[src/rtl/systolic_pkg.sv]
// rtl/systolic_pkg.sv - shared types, defaults and result indexing for the systolic controller
package systolic_pkg;

  localparam int DEF_WIDTH          = 12;
  localparam int DEF_WIDTH_SUM      = 8;
  localparam int DEF_COMPUTE_CYCLES = 7;
  localparam int CNT_W              = 8;

  typedef enum logic [2:0] {
    ST_IDLE    = 3'd0,
    ST_CLEAR   = 3'd1,
    ST_RUN     = 3'd2,
    ST_CAPTURE = 3'd3,
    ST_DONE    = 3'd4
  } state_t;

  // Element index of Cij (1-based) in the row-major result bus, C11 at the LSB.
  function automatic int c_idx(input int i, input int j);
    return 3 * (i - 1) + (j - 1);
  endfunction

endpackage

[src/rtl/sa_cycle_counter.sv]
// rtl/sa_cycle_counter.sv - RUN-phase cycle counter with load, increment and terminal-count flag
module sa_cycle_counter
  import systolic_pkg::*;
#(
  parameter int TC_VALUE = DEF_COMPUTE_CYCLES - 1
) (
  input  logic i_clk,
  input  logic i_rst_n,
  input  logic i_load,
  input  logic i_inc,
  output logic o_tc
);

  logic [CNT_W-1:0] r_count;

  always_ff @(posedge i_clk or negedge i_rst_n) begin
    if (!i_rst_n) begin
      r_count <= '0;
    end else if (i_load) begin
      r_count <= '0;
    end else if (i_inc) begin
      r_count <= r_count + CNT_W'(1);
    end
  end

  assign o_tc = (r_count == CNT_W'(TC_VALUE));

endmodule

[src/rtl/systolic_array_ctrl.sv]
// rtl/systolic_array_ctrl.sv - job sequencer: clear, run, capture and done-pulse around the systolic array
module systolic_array_ctrl
  import systolic_pkg::*;
#(
  parameter int WIDTH          = DEF_WIDTH,
  parameter int WIDTH_SUM      = DEF_WIDTH_SUM,
  parameter int COMPUTE_CYCLES = DEF_COMPUTE_CYCLES
) (
  input  logic                   i_clk,
  input  logic                   i_rst_n,
  input  logic                   i_start,
  input  logic                   i_abort,
  input  logic [3*WIDTH-1:0]     i_a_mat,
  input  logic [3*WIDTH-1:0]     i_b_mat,
  output logic                   o_busy,
  output logic                   o_done,
  output logic [9*WIDTH_SUM-1:0] o_c_mat,
  output logic                   o_overflow,
  output logic                   o_arr_rst,
  output logic                   o_arr_enable,
  output logic [WIDTH-1:0]       o_arr_a_row1,
  output logic [WIDTH-1:0]       o_arr_a_row2,
  output logic [WIDTH-1:0]       o_arr_a_row3,
  output logic [WIDTH-1:0]       o_arr_b_coloum1,
  output logic [WIDTH-1:0]       o_arr_b_coloum2,
  output logic [WIDTH-1:0]       o_arr_b_coloum3,
  input  logic [9*WIDTH_SUM-1:0] i_arr_c,
  input  logic                   i_arr_over
);

  state_t                 r_state;
  state_t                 w_next_state;
  logic                   w_accept;
  logic                   w_tc;
  logic                   r_ovf_sticky;
  logic                   r_overflow;
  logic                   r_arr_rst_n;
  logic [9*WIDTH_SUM-1:0] r_c_mat;
  logic [WIDTH-1:0]       r_a_row [3];
  logic [WIDTH-1:0]       r_b_col [3];

  assign w_accept = (r_state == ST_IDLE) && i_start && !i_abort;

  sa_cycle_counter #(
    .TC_VALUE (COMPUTE_CYCLES - 1)
  ) u_cycle_counter (
    .i_clk   (i_clk),
    .i_rst_n (i_rst_n),
    .i_load  (r_state == ST_CLEAR),
    .i_inc   (r_state == ST_RUN),
    .o_tc    (w_tc)
  );

  always_ff @(posedge i_clk or negedge i_rst_n) begin
    if (!i_rst_n) r_state <= ST_IDLE;
    else          r_state <= w_next_state;
  end

  always_comb begin
    w_next_state = r_state;
    case (r_state)
      ST_IDLE:    if (w_accept) w_next_state = ST_CLEAR;
      ST_CLEAR:   w_next_state = i_abort ? ST_IDLE : ST_RUN;
      ST_RUN:     if (i_abort) w_next_state = ST_IDLE;
                  else if (w_tc) w_next_state = ST_CAPTURE;
      ST_CAPTURE: w_next_state = i_abort ? ST_IDLE : ST_DONE;
      ST_DONE:    w_next_state = ST_IDLE;
      default:    w_next_state = ST_IDLE;
    endcase
  end

  always_comb begin
    o_busy       = (r_state != ST_IDLE);
    o_done       = (r_state == ST_DONE);
    o_arr_enable = (r_state == ST_RUN);
  end

  // Array clear is registered from next-state so it reads 0 under reset and during CLEAR only.
  always_ff @(posedge i_clk or negedge i_rst_n) begin
    if (!i_rst_n) begin
      r_arr_rst_n  <= 1'b0;
      r_ovf_sticky <= 1'b0;
      r_overflow   <= 1'b0;
      r_c_mat      <= '0;
      for (int k = 0; k < 3; k++) begin
        r_a_row[k] <= '0;
        r_b_col[k] <= '0;
      end
    end else begin
      r_arr_rst_n <= (w_next_state != ST_CLEAR);
      if (w_accept) begin
        r_ovf_sticky <= 1'b0;
        for (int k = 0; k < 3; k++) begin
          r_a_row[k] <= i_a_mat[k*WIDTH +: WIDTH];
          r_b_col[k] <= i_b_mat[k*WIDTH +: WIDTH];
        end
      end
      if (r_state == ST_RUN) r_ovf_sticky <= r_ovf_sticky | i_arr_over;
      if (r_state == ST_CAPTURE && !i_abort) begin
        r_c_mat    <= i_arr_c;
        r_overflow <= r_ovf_sticky | i_arr_over;
      end
    end
  end

  assign o_arr_rst       = r_arr_rst_n;
  assign o_c_mat         = r_c_mat;
  assign o_overflow      = r_overflow;
  assign o_arr_a_row1    = r_a_row[0];
  assign o_arr_a_row2    = r_a_row[1];
  assign o_arr_a_row3    = r_a_row[2];
  assign o_arr_b_coloum1 = r_b_col[0];
  assign o_arr_b_coloum2 = r_b_col[1];
  assign o_arr_b_coloum3 = r_b_col[2];

endmodule

[config.mk]
export PLATFORM = sky130hd
export DESIGN_NAME = systolic_array_ctrl
export DESIGN_NICKNAME = d
export VERILOG_FILES = /design/src/rtl/systolic_pkg.sv /design/src/rtl/sa_cycle_counter.sv /design/src/rtl/systolic_array_ctrl.sv
export SDC_FILE = /design/constraint.sdc
export NUM_CORES = 1
export LEC_CHECK = 0
export ABC_AREA = 0
export CAP_MARGIN = 15
export CORE_ASPECT_RATIO = 1.2
export CORE_UTILIZATION = 33
export DETAILED_ROUTE_END_ITERATION = 6
export PLACE_DENSITY_LB_ADDON = 0.08
export SLEW_MARGIN = 20
export SYNTH_ARGS = -nofsm -noshare
export SYNTH_HDL_FRONTEND = slang
export SYNTH_SLANG_ARGS = --single-unit
export TNS_END_PERCENT = 5
[constraint.sdc]
create_clock -name i_clk -period 3.8 [get_ports i_clk]
set_clock_uncertainty 0.1 [all_clocks]
set_input_delay 0.76 -clock i_clk [delete_from_list [all_inputs] [get_ports i_clk]]
set_output_delay 0.76 -clock i_clk [all_outputs]
set_load 0.01 [all_outputs]
==> results of run 1 <==
stage by stage:
stage                     cells  setup WS, ps  hold WS (ps)
after floorplan             369          1790           364
after global placement      875           862           367
after detailed placement    875           819           377
after CTS                   906           806           254
after global routing        906           706           265
final                       906           841           235
cells in the mapped netlist (all sizes together):
cell,n,share of area
dfrtp,158,0.66
mux2,144,0.27
buf,16,0.013
nand3,6,0.0050
nor2,6,0.0038
a21oi,5,0.0042
nand2,4,0.0025
mux2i,3,0.0050
o21ai,3,0.0025
and4bb,2,0.0042
ha,2,0.0042
inv,2,0.0013
or3,2,0.0023
or3b,2,0.0029
a31oi,1,0.0010
a41oi,1,0.0015
and2,1,0.0010
and2b,1,0.0015
and3,1,0.0010
clkbuf,1,0.00063
nand4,1,0.0010
nor3,1,0.00084
nor3b,1,0.0013
nor4,1,0.0010
nor4b,1,0.0015
o31ai,1,0.0013
or4,1,0.0013
xnor2,1,0.0015
cell families (layout without fill, tap and decap cells):
logic type / count (synthesis) / in the layout
compound gates: 11 / 11
simple gates: 31 / 31
mux: 147 / 147
buf+inv: 19 / 336
fa+ha+maj: 2 / 2
xor+xnor: 1 / 1
flops: 158 / 158
worst paths after layout:
| check | cells past startpoint | endpoint |
|---|---|---|
| worst max-delay path | 3 | o_arr_enable |
| worst min-delay path | 1 | o_c_mat[10] |
| worst max register to register | 4 | o_arr_a_row2[9] |
| worst min register to register | 1 | o_c_mat[10] |
| max in group asynchronous | 2 | o_c_mat[3] |
| min in group i_clk | 1 | o_c_mat[10] |
routing by layer:
layer,global-route usage,vias up,routed length (um)
met5,0,-,0
met4,0.0860,0,330
met3,0.0779,14,1640
met2,0.272,200,7320
met1,0.192,2006,5730
li1,-,1922,-
flip-flops by register name, summed over array words and instances, names as in the netlist:
signal and flops:
r_ovf_sticky 1, o_c_mat 72, u_cycle_counter.r_count 8, o_overflow 1, r_state 3, o_arr_b_coloum3 12, o_arr_a_row2 12, o_arr_a_row3 12
o_arr_b_coloum2 12, o_arr_a_row1 12, o_arr_b_coloum1 12, o_arr_rst 1
final cells by class:
class	count	area (sq um)
Timing Repair Buffer	303	3040
Inverter	2	7.51
Tap cell	220	275
Fill cell	1437	7790
Sequential cell	158	3950
Clock inverter	10	136
Clock buffer	21	480
Multi-Input combinational cell	192	1950
power by group:
| group | internal, uW | switching, uW |
|---|---|---|
| Sequential | 2060 | 190 |
| Clock | 1100 | 644 |
| Combinational | 1020 | 554 |
| Total | 4180 | 1390 |
worst reg2reg max path, delay by kind of cell (launching register included):
family / cells / cell delay (ps)
buffers and inverters: 1 / 440
flip-flops: 1 / 460
multiplexers: 1 / 320
AND/OR/NAND/NOR: 2 / 770
==> impl_metrics.py, run 1 <==
metrics = {
    "yosys": {
        "synth_top_family_by_area": "multiplexers",
        "synth_nets": 520,
        "yosysUniqueCellTypes": 31,
        "synth.cell_area_sq_um": 5980,
        "synth-compound-area-share": 0.0105,
        "synthCells": 369,
        "ys_seq_elements": 158,
        "synth.avg_cell_area_sq_um": 16.2,
        "ys_warn_count": 0,
        "synth-xor-area-share": 0.00146,
        "ys_seq_area_frac": 0.661,
        "muxShareOfSynthArea": 0.276,
        "synthAdderAreaFrac": 0.00418,
        "yosys.area_share.simple": 0.0312,
    },
    "finish": {
        "insertedDiodeCount": 0,
        "layout_common_cells": "296 x clkdlybuf4s50_1, 158 x dfrtp_1, 102 x mux2_2",
        "final_area_sq_um": 9850,
        "drive_gt1_frac": 0.213,
        "nNetsFinal": 825,
        "areaGrowthSynthToFinish_pct": 64.7,
        "final_common_cell": "clkdlybuf4s50_1",
        "final_util": 0.558,
    },
    "worst_setup_path": {
        "r2r_slack_ps": 1590,
        "cp_top_family": "buffers and inverters",
        "start_kind": "flip-flop",
        "cp_slowest_cell": "or3b_1",
        "crit_type": "flip-flop to output port",
        "required_ps": 2940,
        "setup.worst_path.end_class": "output port",
        "cp_max_fo": 11,
        "cp_slowest_stage_delay_ps": 540,
        "arrival_ps": 2100,
        "path_cells": "or3b_1 > inv_1 > clkdlybuf4s50_1",
        "r2r-start": "r_state[1]",
        "crit_start": "r_state[1]",
        "cp.buffers_inverters": 2,
    },
    "sta": {
        "slew_headroom": 0.549,
        "fin_crit_ps": 2960,
        "slew_violations": 0,
        "rsz0062_at_grt": "no",
        "fin_setup_tns_ps": 0,
        "fin_crit_sh": 0.779,
        "tightestPinTransition_ps": 676,
        "finalSetupViolCount": 0,
        "hold_viol_final": 0,
        "fmax_mhz": 338,
    },
    "route": {
        "vias": 4142,
        "avgRoutedWirePerCell_um": 16.6,
        "dr.pass1.iters": 7,
        "first_iter_violations": 155,
        "drc": 48,
        "viasPerCell": 4.57,
        "antenna_left": 0,
        "wirelength_mm": 15.0,
    },
    "placement": {
        "placed_cell_area_sq_um": 9230,
        "port_buffers": 297,
        "place_congestion": 0.754,
        "dpl.hpwl_mm": 11.2,
    },
    "die": {
        "die_height_um": 149,
        "core-area_sq_um": 17600,
        "num_rows": 53,
        "start_util": 0.339,
        "die_x_um": 125,
        "die-area_sq_um": 18700,
        "pin_count": 298,
    },
    "worst_hold_path": {
        "min-delay-path-class": "input pin to async pin",
    },
    "pwr": {
        "ir_drop_v": 0.000273,
        "p_per_area_nw_per_um2": 565,
        "cellLeakagePower_uw": 0.00424,
        "p_total_uw": 5570,
    },
    "cts": {
        "cts_inserted_buffers": 17,
        "cts_setup_buffers": 0,
        "holdBufCountCts": 0,
        "tritoncts": "done",
        "cts-htree-levels": 4,
        "clk_pin_slew_ps": 60,
        "clock_latency_ps": 410,
        "root_buffer": "clkbuf_16",
        "clockBufferDepth": 2,
        "postCtsResizedCells": 0,
        "clock_sinks": 158,
    },
    "global_routing": {
        "grt_pass1_wl_mm": 24.2,
        "grt.overflow.total": 0,
        "grt_use_total": 0.170,
        "antenna_found_initial": 0,
        "grt_start_max_net_pins": 73,
        "first_global_vias": 4456,
    },
    "run_status": {
        "violations": "DRC",
        "status": "complete, but fails checks",
    },
    "flow_run": {
        "maxCapViolations": 0,
    },
}
No activity file was read; power rests on OpenSTA's default activity.
==> inputs of run 2 (changes only) <==
==> constraint.sdc (replaced) <==
create_clock -name i_clk -period 2.95 [get_ports i_clk]
set_clock_uncertainty 0.1 [all_clocks]
set_input_delay 0.59 -clock i_clk [delete_from_list [all_inputs] [get_ports i_clk]]
set_output_delay 0.59 -clock i_clk [all_outputs]
set_load 0.01 [all_outputs]
==> impl_metrics.py, run 2 (synthesized netlist as in run 1, its figures left out) <==
metrics = {
    "cts": {
        "cts-htree-levels": 4,
        "clk_pin_slew_ps": 60,
        "clock_sinks": 158,
        "holdBufCountCts": 1,
        "tritoncts": "done",
        "clockBufferDepth": 2,
        "root_buffer": "clkbuf_16",
        "cts_inserted_buffers": 17,
        "postCtsResizedCells": 0,
        "clock_latency_ps": 410,
        "cts_setup_buffers": 0,
    },
    "placement": {
        "port_buffers": 297,
        "dp_slack_ps": 489,
        "place_congestion": 0.779,
        "dpl.hpwl_mm": 11.4,
    },
    "sta": {
        "tightestPinTransition_ps": 405,
        "fin_crit_ps": 2800,
        "finalSetupViolCount": 0,
        "fin_crit_sh": 0.948,
        "hold_viol_final": 0,
        "slew_headroom": 0.730,
        "slew_violations": 0,
        "hold_slack_ps": 383,
        "rsz0062_at_grt": "no",
        "setup_ws_ps": 155,
        "fin_setup_tns_ps": 0,
        "fmax_mhz": 358,
    },
    "pwr": {
        "ir_drop_v": 0.000348,
        "cellLeakagePower_uw": 0.00424,
        "p_per_area_nw_per_um2": 722,
    },
    "die": {
        "die-area_sq_um": 18700,
        "core-area_sq_um": 17600,
        "num_rows": 53,
        "pin_count": 298,
        "die_x_um": 125,
        "start_util": 0.339,
        "die_height_um": 149,
    },
    "finish": {
        "layout_common_cells": "296 x clkdlybuf4s50_1, 158 x dfrtp_1, 102 x mux2_2",
        "insertedDiodeCount": 0,
        "nFillCells": 1448,
        "drive_gt1_frac": 0.211,
        "final_common_cell": "clkdlybuf4s50_1",
        "areaGrowthSynthToFinish_pct": 65.0,
        "largest_reg_flops": 72,
        "nNetsFinal": 825,
    },
    "route": {
        "wirelength_mm": 15.6,
        "dr.pass1.iters": 6,
        "viasPerCell": 4.59,
        "antenna_left": 0,
        "avgRoutedWirePerCell_um": 17.2,
        "vias": 4161,
        "drc": 48,
        "first_iter_violations": 145,
    },
    "worst_setup_path": {
        "cp_slowest_cell": "or3b_1",
        "cp.buffers_inverters": 2,
        "r2r_slack_ps": 1040,
        "cp_slowest_stage_delay_ps": 560,
        "start_kind": "flip-flop",
        "path_cells": "or3b_1 > inv_1 > clkdlybuf4s50_1",
        "required_ps": 2260,
        "cp_max_fo": 11,
        "crit_type": "flip-flop to output port",
        "arrival_ps": 2110,
        "setup.worst_path.end_class": "output port",
        "cp_top_family": "buffers and inverters",
    },
    "global_routing": {
        "antenna_found_initial": 0,
        "grt_use_total": 0.174,
        "grt_start_max_net_pins": 74,
        "grt.overflow.total": 0,
        "grt_pass1_wl_mm": 24.8,
        "first_global_vias": 4711,
    },
    "run_status": {
        "status": "complete, but fails checks",
        "violations": "DRC",
    },
    "worst_hold_path": {
        "min-delay-path-class": "flip-flop to flip-flop",
    },
    "flow_run": {
        "maxCapViolations": 0,
    },
}
run 2: cell types whose count changed in the layout (fill, tap and decap cells not counted):
cell and change:
bufinv_16 -1, buf_4 -4, dlygate4sd3_1 +1, buf_12 +3, clkinv_2 +1, clkbuf_1 +1
run 2: worst paths after layout:
| path | cells past startpoint | endpoint | from |
|---|---|---|---|
| max | 3 | o_arr_enable | r_state[2] |
| min | 1 | o_c_mat[37] | o_c_mat[37] |
| min in group asynchronous | 2 | o_c_mat[44] | i_rst_n |
| min reg2reg | 1 | o_c_mat[37] | o_c_mat[37] |
| max reg2reg | 3 | u_cycle_counter.r_count[7] | r_state[2] |
| max in group asynchronous | 3 | u_cycle_counter.r_count[0] | i_rst_n |
run 2: area by class of cell:
class | instances | area, sq um | area share
clock inverter | 10 | 111 | 0.0113
multi-input combinational | 192 | 1950 | 0.198
inverter | 2 | 7.51 | 0.000761
sequential | 158 | 3950 | 0.401
timing repair buffer | 303 | 3080 | 0.313
clock buffer | 22 | 484 | 0.0491
tap | 220 | 275 | 0.0279
run 2: through the flow:
step           utilization  power (uW)  instances  area (sq um)
3_5_place_dp         0.525        5010        874          9260
6_report             0.559        7120        907          9870
3_3_place_gp         0.525        4950        874          9260
4_1_cts              0.559        7240        907          9870
5_1_grt              0.559        7510        907          9870
2_1_floorplan            -        3620        369          5980
run 2: power breakdown:
part / internal (uW) / switching (uW)
sequential: 2660 / 255
clock: 1330 / 842
combinational: 1320 / 721
run 2: routing by layer:
layer	share of wire	vias up	global-route usage
met2	0.49	215	0.293
li1	-	1917	-
met4	0.019	0	0.0659
met3	0.12	18	0.0847
met1	0.38	2011	0.191
met5	0	-	0
